### config.mk
export PLATFORM = sky130hd
export DESIGN_NAME = axi_full_burst_master
export DESIGN_NICKNAME = d
export VERILOG_FILES = /design/src/rtl/axi_full_mst_pkg.sv /design/src/rtl/axi_burst_pattern_gen.sv /design/src/rtl/axi_full_burst_master.sv
export SDC_FILE = /design/constraint.sdc
export NUM_CORES = 1
export LEC_CHECK = 0
export ABC_AREA = 0
export BUFFER_PORTS_ARGS = -buffer_cell sky130_fd_sc_hd__buf_2
export CAP_MARGIN = 20
export CORE_MARGIN = 2
export CORE_UTILIZATION = 38
export CTS_CLUSTER_SIZE = 14
export DETAILED_ROUTE_END_ITERATION = 12
export GPL_TIMING_DRIVEN = 0
export PLACE_DENSITY = 0.9
export SLEW_MARGIN = 0
export SYNTH_ARGS = -nofsm -noshare
export SYNTH_HDL_FRONTEND = slang
export SYNTH_SLANG_ARGS = --single-unit
### constraint.sdc
create_clock -name M_AXI_ACLK -period 1.75 [get_ports M_AXI_ACLK]
set_clock_uncertainty 0.05 [all_clocks]
set_input_delay 0.35 -clock M_AXI_ACLK [delete_from_list [all_inputs] [get_ports M_AXI_ACLK]]
set_output_delay 0.35 -clock M_AXI_ACLK [all_outputs]
set_load 0.03 [all_outputs]
### src/rtl/axi_full_mst_pkg.sv
// Shared types and helpers for the AXI4-full burst master.
// FSM states, AXI encodings and the AxSIZE-from-width function.
package axi_full_mst_pkg;

    typedef enum logic [2:0] {
        IDLE,
        WR_ADDR,
        WR_DATA,
        WR_RESP,
        RD_ADDR,
        RD_DATA,
        DONE
    } mst_state_e;

    localparam logic [1:0] AXI_BURST_INCR = 2'b01;
    localparam logic [1:0] AXI_RESP_OKAY  = 2'b00;

    function automatic logic [2:0] axi_size(input int unsigned data_width);
        return 3'($clog2(data_width / 8));
    endfunction

endpackage

### src/rtl/axi_burst_pattern_gen.sv
// Beat counter producing the counting pattern (k+1) and last-beat flag.
// One instance drives write data, another supplies read expectations.
module axi_burst_pattern_gen
    import axi_full_mst_pkg::*;
#(
    parameter int DATA_WIDTH = 32,
    parameter int BURST_LEN  = 8
) (
    input  logic                  clk,
    input  logic                  rst,
    input  logic                  clr,
    input  logic                  adv,
    output logic [DATA_WIDTH-1:0] data,
    output logic                  last
);

    localparam int CW = 9;

    logic [CW-1:0] cnt;

    always_ff @(posedge clk) begin
        if (rst) begin
            cnt <= '0;
        end else if (clr) begin
            cnt <= '0;
        end else if (adv) begin
            cnt <= cnt + 1'b1;
        end
    end

    assign data = DATA_WIDTH'(cnt) + DATA_WIDTH'(1);
    assign last = (cnt == CW'(BURST_LEN - 1));

endmodule

### src/rtl/axi_full_burst_master.sv
// Self-checking AXI4-full master: one INCR write burst, then a checked readback.
// Define AXI_MST_PERF_CNT_EN to add the TXN_CYCLES busy-cycle counter.
module axi_full_burst_master
    import axi_full_mst_pkg::*;
#(
    parameter int C_M_AXI_ADDR_WIDTH = 32,
    parameter logic [C_M_AXI_ADDR_WIDTH-1:0] C_M_TARGET_SLAVE_BASE_ADDR = '0,
    parameter int C_M_AXI_DATA_WIDTH = 32,
    parameter int C_M_AXI_BURST_LEN  = 8
) (
    input  logic                            M_AXI_ACLK,
    input  logic                            M_AXI_ARESET,
    input  logic                            INIT_AXI_TXN,
    output logic                            TXN_DONE,
    output logic                            ERROR,
`ifdef AXI_MST_PERF_CNT_EN
    output logic [31:0]                     TXN_CYCLES,
`endif
    output logic [C_M_AXI_ADDR_WIDTH-1:0]   M_AXI_AWADDR,
    output logic [7:0]                      M_AXI_AWLEN,
    output logic [2:0]                      M_AXI_AWSIZE,
    output logic [1:0]                      M_AXI_AWBURST,
    output logic                            M_AXI_AWVALID,
    input  logic                            M_AXI_AWREADY,
    output logic [C_M_AXI_DATA_WIDTH-1:0]   M_AXI_WDATA,
    output logic [C_M_AXI_DATA_WIDTH/8-1:0] M_AXI_WSTRB,
    output logic                            M_AXI_WLAST,
    output logic                            M_AXI_WVALID,
    input  logic                            M_AXI_WREADY,
    input  logic [1:0]                      M_AXI_BRESP,
    input  logic                            M_AXI_BVALID,
    output logic                            M_AXI_BREADY,
    output logic [C_M_AXI_ADDR_WIDTH-1:0]   M_AXI_ARADDR,
    output logic [7:0]                      M_AXI_ARLEN,
    output logic [2:0]                      M_AXI_ARSIZE,
    output logic [1:0]                      M_AXI_ARBURST,
    output logic                            M_AXI_ARVALID,
    input  logic                            M_AXI_ARREADY,
    input  logic [C_M_AXI_DATA_WIDTH-1:0]   M_AXI_RDATA,
    input  logic [1:0]                      M_AXI_RRESP,
    input  logic                            M_AXI_RLAST,
    input  logic                            M_AXI_RVALID,
    output logic                            M_AXI_RREADY
);

    localparam int DW = C_M_AXI_DATA_WIDTH;

    mst_state_e state, state_nxt;

    logic          init_q;
    logic          start_q;
    logic          start_ok;
    logic [DW-1:0] wr_data;
    logic [DW-1:0] rd_exp;
    logic          wr_last;
    logic          rd_last;
    logic          w_hs;
    logic          b_hs;
    logic          r_hs;
    logic          rd_bad;

    assign M_AXI_AWADDR  = C_M_TARGET_SLAVE_BASE_ADDR;
    assign M_AXI_ARADDR  = C_M_TARGET_SLAVE_BASE_ADDR;
    assign M_AXI_AWLEN   = 8'(C_M_AXI_BURST_LEN - 1);
    assign M_AXI_ARLEN   = 8'(C_M_AXI_BURST_LEN - 1);
    assign M_AXI_AWSIZE  = axi_size(C_M_AXI_DATA_WIDTH);
    assign M_AXI_ARSIZE  = axi_size(C_M_AXI_DATA_WIDTH);
    assign M_AXI_AWBURST = AXI_BURST_INCR;
    assign M_AXI_ARBURST = AXI_BURST_INCR;
    assign M_AXI_WSTRB   = '1;

    assign M_AXI_AWVALID = (state == WR_ADDR);
    assign M_AXI_WVALID  = (state == WR_DATA);
    assign M_AXI_WDATA   = wr_data;
    assign M_AXI_WLAST   = wr_last & M_AXI_WVALID;
    assign M_AXI_BREADY  = (state == WR_RESP);
    assign M_AXI_ARVALID = (state == RD_ADDR);
    assign M_AXI_RREADY  = (state == RD_DATA);

    assign start_ok = start_q & ((state == IDLE) | (state == DONE));
    assign w_hs     = M_AXI_WVALID & M_AXI_WREADY;
    assign b_hs     = M_AXI_BREADY & M_AXI_BVALID;
    assign r_hs     = M_AXI_RREADY & M_AXI_RVALID;
    assign rd_bad   = (M_AXI_RDATA != rd_exp)
                    | (M_AXI_RRESP != AXI_RESP_OKAY)
                    | (M_AXI_RLAST != rd_last);

    axi_burst_pattern_gen #(
        .DATA_WIDTH (DW),
        .BURST_LEN  (C_M_AXI_BURST_LEN)
    ) u_wr_gen (
        .clk  (M_AXI_ACLK),
        .rst  (M_AXI_ARESET),
        .clr  (start_ok),
        .adv  (w_hs),
        .data (wr_data),
        .last (wr_last)
    );

    axi_burst_pattern_gen #(
        .DATA_WIDTH (DW),
        .BURST_LEN  (C_M_AXI_BURST_LEN)
    ) u_rd_gen (
        .clk  (M_AXI_ACLK),
        .rst  (M_AXI_ARESET),
        .clr  (start_ok),
        .adv  (r_hs),
        .data (rd_exp),
        .last (rd_last)
    );

    always_ff @(posedge M_AXI_ACLK) begin
        if (M_AXI_ARESET) begin
            init_q   <= 1'b0;
            start_q  <= 1'b0;
            state    <= IDLE;
            TXN_DONE <= 1'b0;
            ERROR    <= 1'b0;
        end else begin
            init_q  <= INIT_AXI_TXN;
            start_q <= INIT_AXI_TXN & ~init_q;
            state   <= state_nxt;
            if (start_ok) begin
                TXN_DONE <= 1'b0;
                ERROR    <= 1'b0;
            end else begin
                if (b_hs && (M_AXI_BRESP != AXI_RESP_OKAY)) ERROR <= 1'b1;
                if (r_hs && rd_bad) ERROR <= 1'b1;
                if (r_hs && rd_last) TXN_DONE <= 1'b1;
            end
        end
    end

    // Read burst length is counted locally; RLAST is only checked.
    always_comb begin
        state_nxt = state;
        unique case (state)
            IDLE:    if (start_ok) state_nxt = WR_ADDR;
            WR_ADDR: if (M_AXI_AWREADY) state_nxt = WR_DATA;
            WR_DATA: if (w_hs && wr_last) state_nxt = WR_RESP;
            WR_RESP: if (M_AXI_BVALID) state_nxt = RD_ADDR;
            RD_ADDR: if (M_AXI_ARREADY) state_nxt = RD_DATA;
            RD_DATA: if (r_hs && rd_last) state_nxt = DONE;
            DONE:    if (start_ok) state_nxt = WR_ADDR;
            default: state_nxt = IDLE;
        endcase
    end

`ifdef AXI_MST_PERF_CNT_EN
    always_ff @(posedge M_AXI_ACLK) begin
        if (M_AXI_ARESET) begin
            TXN_CYCLES <= '0;
        end else if (start_ok) begin
            TXN_CYCLES <= '0;
        end else if ((state != IDLE) && (state != DONE)
                     && (TXN_CYCLES != '1)) begin
            TXN_CYCLES <= TXN_CYCLES + 32'd1;
        end
    end
`endif

endmodule
* Word-level counts from Yosys, hierarchy flattened
Cells that the tools add are included.
** Storage, ports and cells
- Register bits after elaboration :: 25
- Bits of input ports :: 45
- Output and inout bits :: 134
- Word-level logic and storage cells :: 57
** Operators by class
- Add/sub/neg operators :: 4
- Equality and inequality tests :: 16
- Mux-type cells :: 9
- Bitwise operators :: 10
- Reduce and logical (&&, ||, !) cells :: 11
** Operators by type and width (count)
- $ne 32x32->1 :: 1
- $add 9x1->10 const B :: 2
- $add 9x1->9 const B :: 2
- $eq 9x3->1 const B :: 2
- $mux 3 :: 6
- $pmux 3 s6 :: 1
- $ne 2x1->1 const B :: 5
- $eq 3x3->1 const B :: 3
- $and 1x1->1 :: 6
- $eq 3x2->1 const B :: 2
- $reduce_and 6->1 :: 1
- $reduce_bool 2->1 :: 3
- $logic_and 1x1->1 :: 4
- $reduce_or 2->1 :: 2
- $eq 3x1->1 const B :: 1
- $logic_not 3->1 :: 1
- $or 1x1->1 :: 3
- $mux 1 :: 2
- $ne 2x2->1 const B :: 1
- $ne 1x1->1 :: 1
- $not 1->1 :: 1

* Depth between registers and ports, before layout
- Depth in word-level cells :: 6
- Gate-level depth with buffers :: 7
- Mapped depth without buffers :: 6

* Cells and area by module
Synthesis repeated with hierarchy kept, for this count alone.
** Unflattened totals
- Cell total of the unflattened synthesis :: 380
- Area, all modules :: 2975.4 sq um
** Modules (own cells, without submodules)
- axi_full_burst_master :: instances 1, cells each 192, area an instance 1493.9 sq um, sequential area each 140.1 sq um
- axi_burst_pattern_gen :: instances 2, cells each 94, area an instance 740.7 sq um, sequential area each 180.2 sq um

* Least setup slack after synthesis
Ideal clock, no wire load.
- Path type :: register to output
- Start :: reg u_wr_gen.cnt[0]
- End :: out M_AXI_WDATA[8]
- Arrival time :: 1582 ps
- Data required time :: 1350 ps
- Path slack :: -232 ps
- Stages on the path, launching flop included :: 6
- Path buffers :: 0
- Path through :: dfxtp_1 > ha_1 > nand3_1 > nor2_1 > nand3_1 > xnor2_1
** Between the ends
- Cells in the longest elaborated chain, start to end :: 1
** Ends and longest elaborated chain
- from (decl) :: line axi_burst_pattern_gen.sv:19 : logic [CW-1:0] cnt;
- from (signal assigned) :: line axi_burst_pattern_gen.sv:27 : cnt <= cnt + 1'b1;
- $add 9x1->10 :: line axi_burst_pattern_gen.sv:31 : assign data = DATA_WIDTH'(cnt) + DATA_WIDTH'(1);
- to (decl) :: line axi_full_burst_master.sv:25 : output logic [C_M_AXI_DATA_WIDTH-1:0] M_AXI_WDATA,
Every way passes these cells.

* Worst setup path in the final report
Same ends and word-level chain as after synthesis.

==> results list <==
- Based on the critical path, the design can be clocked at up to 548 MHz.
* Row cnt: 29
- # IOs: 179
- IR drop worst, VDD: 0.000347 V
- Endpoints failing hold: 0
- Among all flip-flop cells after synthesis, the most frequent one is sky130_fd_sc_hd__dfxtp_1.
- RD Place Congestion: 0.810
* Routing usage on met2: 31.2%
- The cell area that synthesis handed to floorplanning was ~2500 sq um.
- Setup-violating endpoint count in the final report: 4
* Initial antenna violation count: 0
- In the layout the commonest cells are sky130_fd_sc_hd__buf_4, sky130_fd_sc_hd__conb_1, sky130_fd_sc_hd__buf_2.
- Global routing consumed, on the met3 layer, 2.79% of the routing resources.
- The number of pins with negative max-slew slack in the final report is 0.
* Maximum number of pins on one net before global-route repair: 16
- Average size of a mapped cell: 7.97 sq um
- The root buffer cell chosen for the clock tree is sky130_fd_sc_hd__clkbuf_8.
- After detailed routing, the average wire length per cell comes to 10.5 um.
* Unrepaired setup endpoints after global routing: true
- The largest single stage delay on the critical path is 0.38 ns.
- Final critical-path required period: approximately 1.8 ns
- Across all setup checks in the final design, the least slack found is -0.0757 ns.
* Starting density of the core: between 30% and 40%
- The count of nets left with antenna violations once routing finished came out at 0.
- Crit path max fanout: 4
* Classification of the worst setup path: flop to output pin
* CTS HTree Levels: 1
- Max-cap violations in this run came to 0.
* Share of final-layout standard cells stronger than drive strength 1: 48.4%
- Across all layers, the routed design uses 2,357 vias.
* Congestion Overflow GR: 0
* Insertion delay of the later-clocked pin in the worst-skew pair: 0.27 ns
* Number of clock buffers inserted by TritonCTS: 3
- The critical path goes through ha_4 > nand3_4 > nor2_4 > nand3_2 > xnor2_2 > buf_6.
* Unique cell type count in the Yosys netlist: 48
* Startpoint of the lowest-slack register-to-register path: u_rd_gen.cnt[0]$_SDFFE_PP0P_
- Number of global-route vias before repair: 2,091
- Data required time of the critical path: 1.35 ns
- Worst setup slack after placement: -0.262 ns
- Total length of routed wires: just over 6000 um
* Half-perimeter wire length after placement: 4640 um
- First DRT Iteration DRCs: 45
- The floorplan step defined a die boundary enclosing ~7300 sq um.
- Total of flip-flops plus latches after synthesis: 25
- For this run, the detailed router's first-pass iteration total came to 5.
- In this run, synthesis inferred 0 flip-flops with an integrated enable.
- For this run, the total global-route usage over all layers was measured as 14.9%.
- Beginning of the critical path: u_wr_gen.cnt[0]$_SDFFE_PP0P_
* Global routing's busiest layer: met2
- After detailed routing, the number of vias per cell comes to 4.03.
- Most frequent standard cell in the layout excluding fill and tap cells: sky130_fd_sc_hd__buf_4
- The worst setup path is launched from a flop.
- Setup total negative slack: -0.184 ns
- Counting cells, the worst reg-to-reg path comes to 6.
- Grt met1 use: roughly 15%
- At the worst endpoint, the arrival time is 1.43 ns.
* Clock transition time at the flip-flop clock pins of the worst setup and hold paths: 0.09 ns
- Number of nets in the layout: 556
- The die is roughly 86 um tall.
- Number of remaining DRC errors: 0
- Sequential area share after synthesis: 19.7%
- First-pass GRT wire length: around 9000 um
* Reg-to-Reg End: state[1]$_SDFFE_PP0P_
- TritonCTS clock tree: yes
* Status: finished with violations
* Layout overhead on the synthesized area: 48.7%
* Number of hold buffers added after cts: 0
- The startpoint identified for the worst hold timing path is M_AXI_ARESET.
- In this run the static leakage power is 0.00199 uW.
* Core Area: 6390 sq um
- The final reports fail on setup timing.
* Cell area power density: 505 nW/um^2
- The slowest stage of the critical path is the sky130_fd_sc_hd__dfxtp_4 cell.
- R2r setup slk: 0.01 ns
- 0 antenna diodes ended up in the layout.
* Die Wd: around 86 um
- Number of synthesis warnings: 0
- Counting along the longest clock path gives a buffer depth of 2.
- Capture endpoint of the worst hold path: state[1]$_SDFFE_PP0P_
- Counting every sink on the clock net gives 25.
- Instance count of the mapped netlist: 318
* # port buffers: slightly above 60
* Class of the worst hold path: input pin to flop
- In the synthesized netlist the async set-or-reset flop fraction comes to 0%.
- Hold Worst Slack: 0.245 ns
- STA classifies the critical path endpoint as an output pin.
- The worst hold path was traced through 2 stages.
- After layout, the worst path uses 104% of the clock period.
cells in the mapped netlist, types with 2 or more instances:
library cell               instances  area share, %
sky130_fd_sc_hd__buf_4           116             34
sky130_fd_sc_hd__nor2_1           29            4.3
sky130_fd_sc_hd__dfxtp_1          25             20
sky130_fd_sc_hd__xor2_1           18            6.2
sky130_fd_sc_hd__nand2_1          16            2.4
sky130_fd_sc_hd__xnor2_1          16            5.5
sky130_fd_sc_hd__a21oi_1           8            1.6
sky130_fd_sc_hd__nand3_1           8            1.6
sky130_fd_sc_hd__nor4_1            8            2.0
sky130_fd_sc_hd__nand4_1           5            1.2
sky130_fd_sc_hd__buf_2             4           0.79
sky130_fd_sc_hd__inv_1             4           0.59
sky130_fd_sc_hd__nand2b_1          4           0.99
sky130_fd_sc_hd__and2_1            3           0.74
sky130_fd_sc_hd__and3_1            3           0.74
sky130_fd_sc_hd__clkbuf_1          3           0.44
sky130_fd_sc_hd__mux2i_1           3            1.2
sky130_fd_sc_hd__nor3_1            3           0.59
sky130_fd_sc_hd__o21bai_1          3           0.89
sky130_fd_sc_hd__and3b_1           2           0.69
sky130_fd_sc_hd__buf_6             2           0.89
sky130_fd_sc_hd__clkbuf_8          2            1.1
sky130_fd_sc_hd__conb_1            2           0.30
sky130_fd_sc_hd__ha_1              2           0.99
sky130_fd_sc_hd__nand4b_1          2           0.69
sky130_fd_sc_hd__nor2b_1           2           0.49
sky130_fd_sc_hd__o211ai_1          2           0.59
sky130_fd_sc_hd__o21ai_0           2           0.39
sky130_fd_sc_hd__or3_1             2           0.49
what timing repair did:
action                     in CTS  in global routing
gates resized for setup        48                 19
setup endpoints to repair      11                 19
buffers inserted                9                  3
gates cloned                    0                  1
pin swaps                      11                  3
flip-flops by register name, summed over array words and instances (netlist names):
| register | cells |
|---|---|
| TXN_DONE | 1 |
| init_q | 1 |
| u_wr_gen.cnt | 9 |
| state | 3 |
| u_rd_gen.cnt | 9 |
| start_q | 1 |
| ERROR | 1 |
metal layers:
metal	vias up	wire length [um]	part of all wire (%)
li1	1200	-	-
met1	1031	2150	35
met2	120	3410	56
met3	6	505	8.3
met4	0	45	0.74
met5	-	0	0
logic make-up (layout without fill, tap and decap cells):
family,after synthesis,in the layout,share of synthesized area [%]
buffers and inverters,131,207,38.2
AND/OR/NAND/NOR,95,95,20.0
XOR/XNOR,34,34,11.7
AO/OA/AOI/OAI,25,25,7.40
flip-flops,25,25,19.7
multiplexers,4,4,1.63
adder cells (fa/ha/maj),2,2,0.987
other,2,116,0.296
critical path, delay by kind of cell, from the launching register on:
family / cells / cell delay, ns
AND/OR/NAND/NOR: 3 / 0.33
flip-flops: 1 / 0.38
XOR/XNOR: 1 / 0.15
buffers and inverters: 1 / 0.15
adder cells (fa/ha/maj): 1 / 0.16
report_power, final:
group | internal, uW | switching (uW) | total, uW | leakage, uW
combinational | 376 | 587 | 964 | 0.00176
sequential | 580 | 21.9 | 601 | 0.000212
clock | 161 | 177 | 338 | 0.0000217
area by class of cell:
type                    count  area [sq um]
fillers                   555          2620
multi-input cells         276          1670
plain buffers             124           948
flip-flops and latches     25           541
repair buffers             75           455
well taps                  77          96.3
clock buffers               3          41.3
inverters                   4          15.0
clock inverters             1          7.51
through the flow:
| stage | area [sq um] | instances | total power (uW) | util (%) |
|---|---|---|---|---|
| 6_report | 3770 | 585 | 1900 | 59.0 |
| 5_1_grt | 3770 | 585 | 2010 | 59.0 |
| 4_1_cts | 3680 | 581 | 1870 | 57.6 |
| 3_5_place_dp | 3400 | 571 | 1520 | 53.2 |
| 3_3_place_gp | 3400 | 571 | 1500 | 53.2 |
| 2_1_floorplan | 2990 | 432 | 1400 | - |
worst max-delay path by stage:
stage	cells past startpoint	end	slack, ns
2_1_floorplan	4	M_AXI_WDATA[6]	-0.09
5_1_grt	6	M_AXI_WDATA[8]	-0.15
3_5_place_dp	6	ERROR$_SDFFE_PP0P_	-0.26
4_1_cts	6	M_AXI_WDATA[8]	-0.07
6_report	6	M_AXI_WDATA[8]	-0.08
3_3_place_gp	6	state[1]$_SDFFE_PP0P_	-0.19
Power figures use the tool's default switching activity.
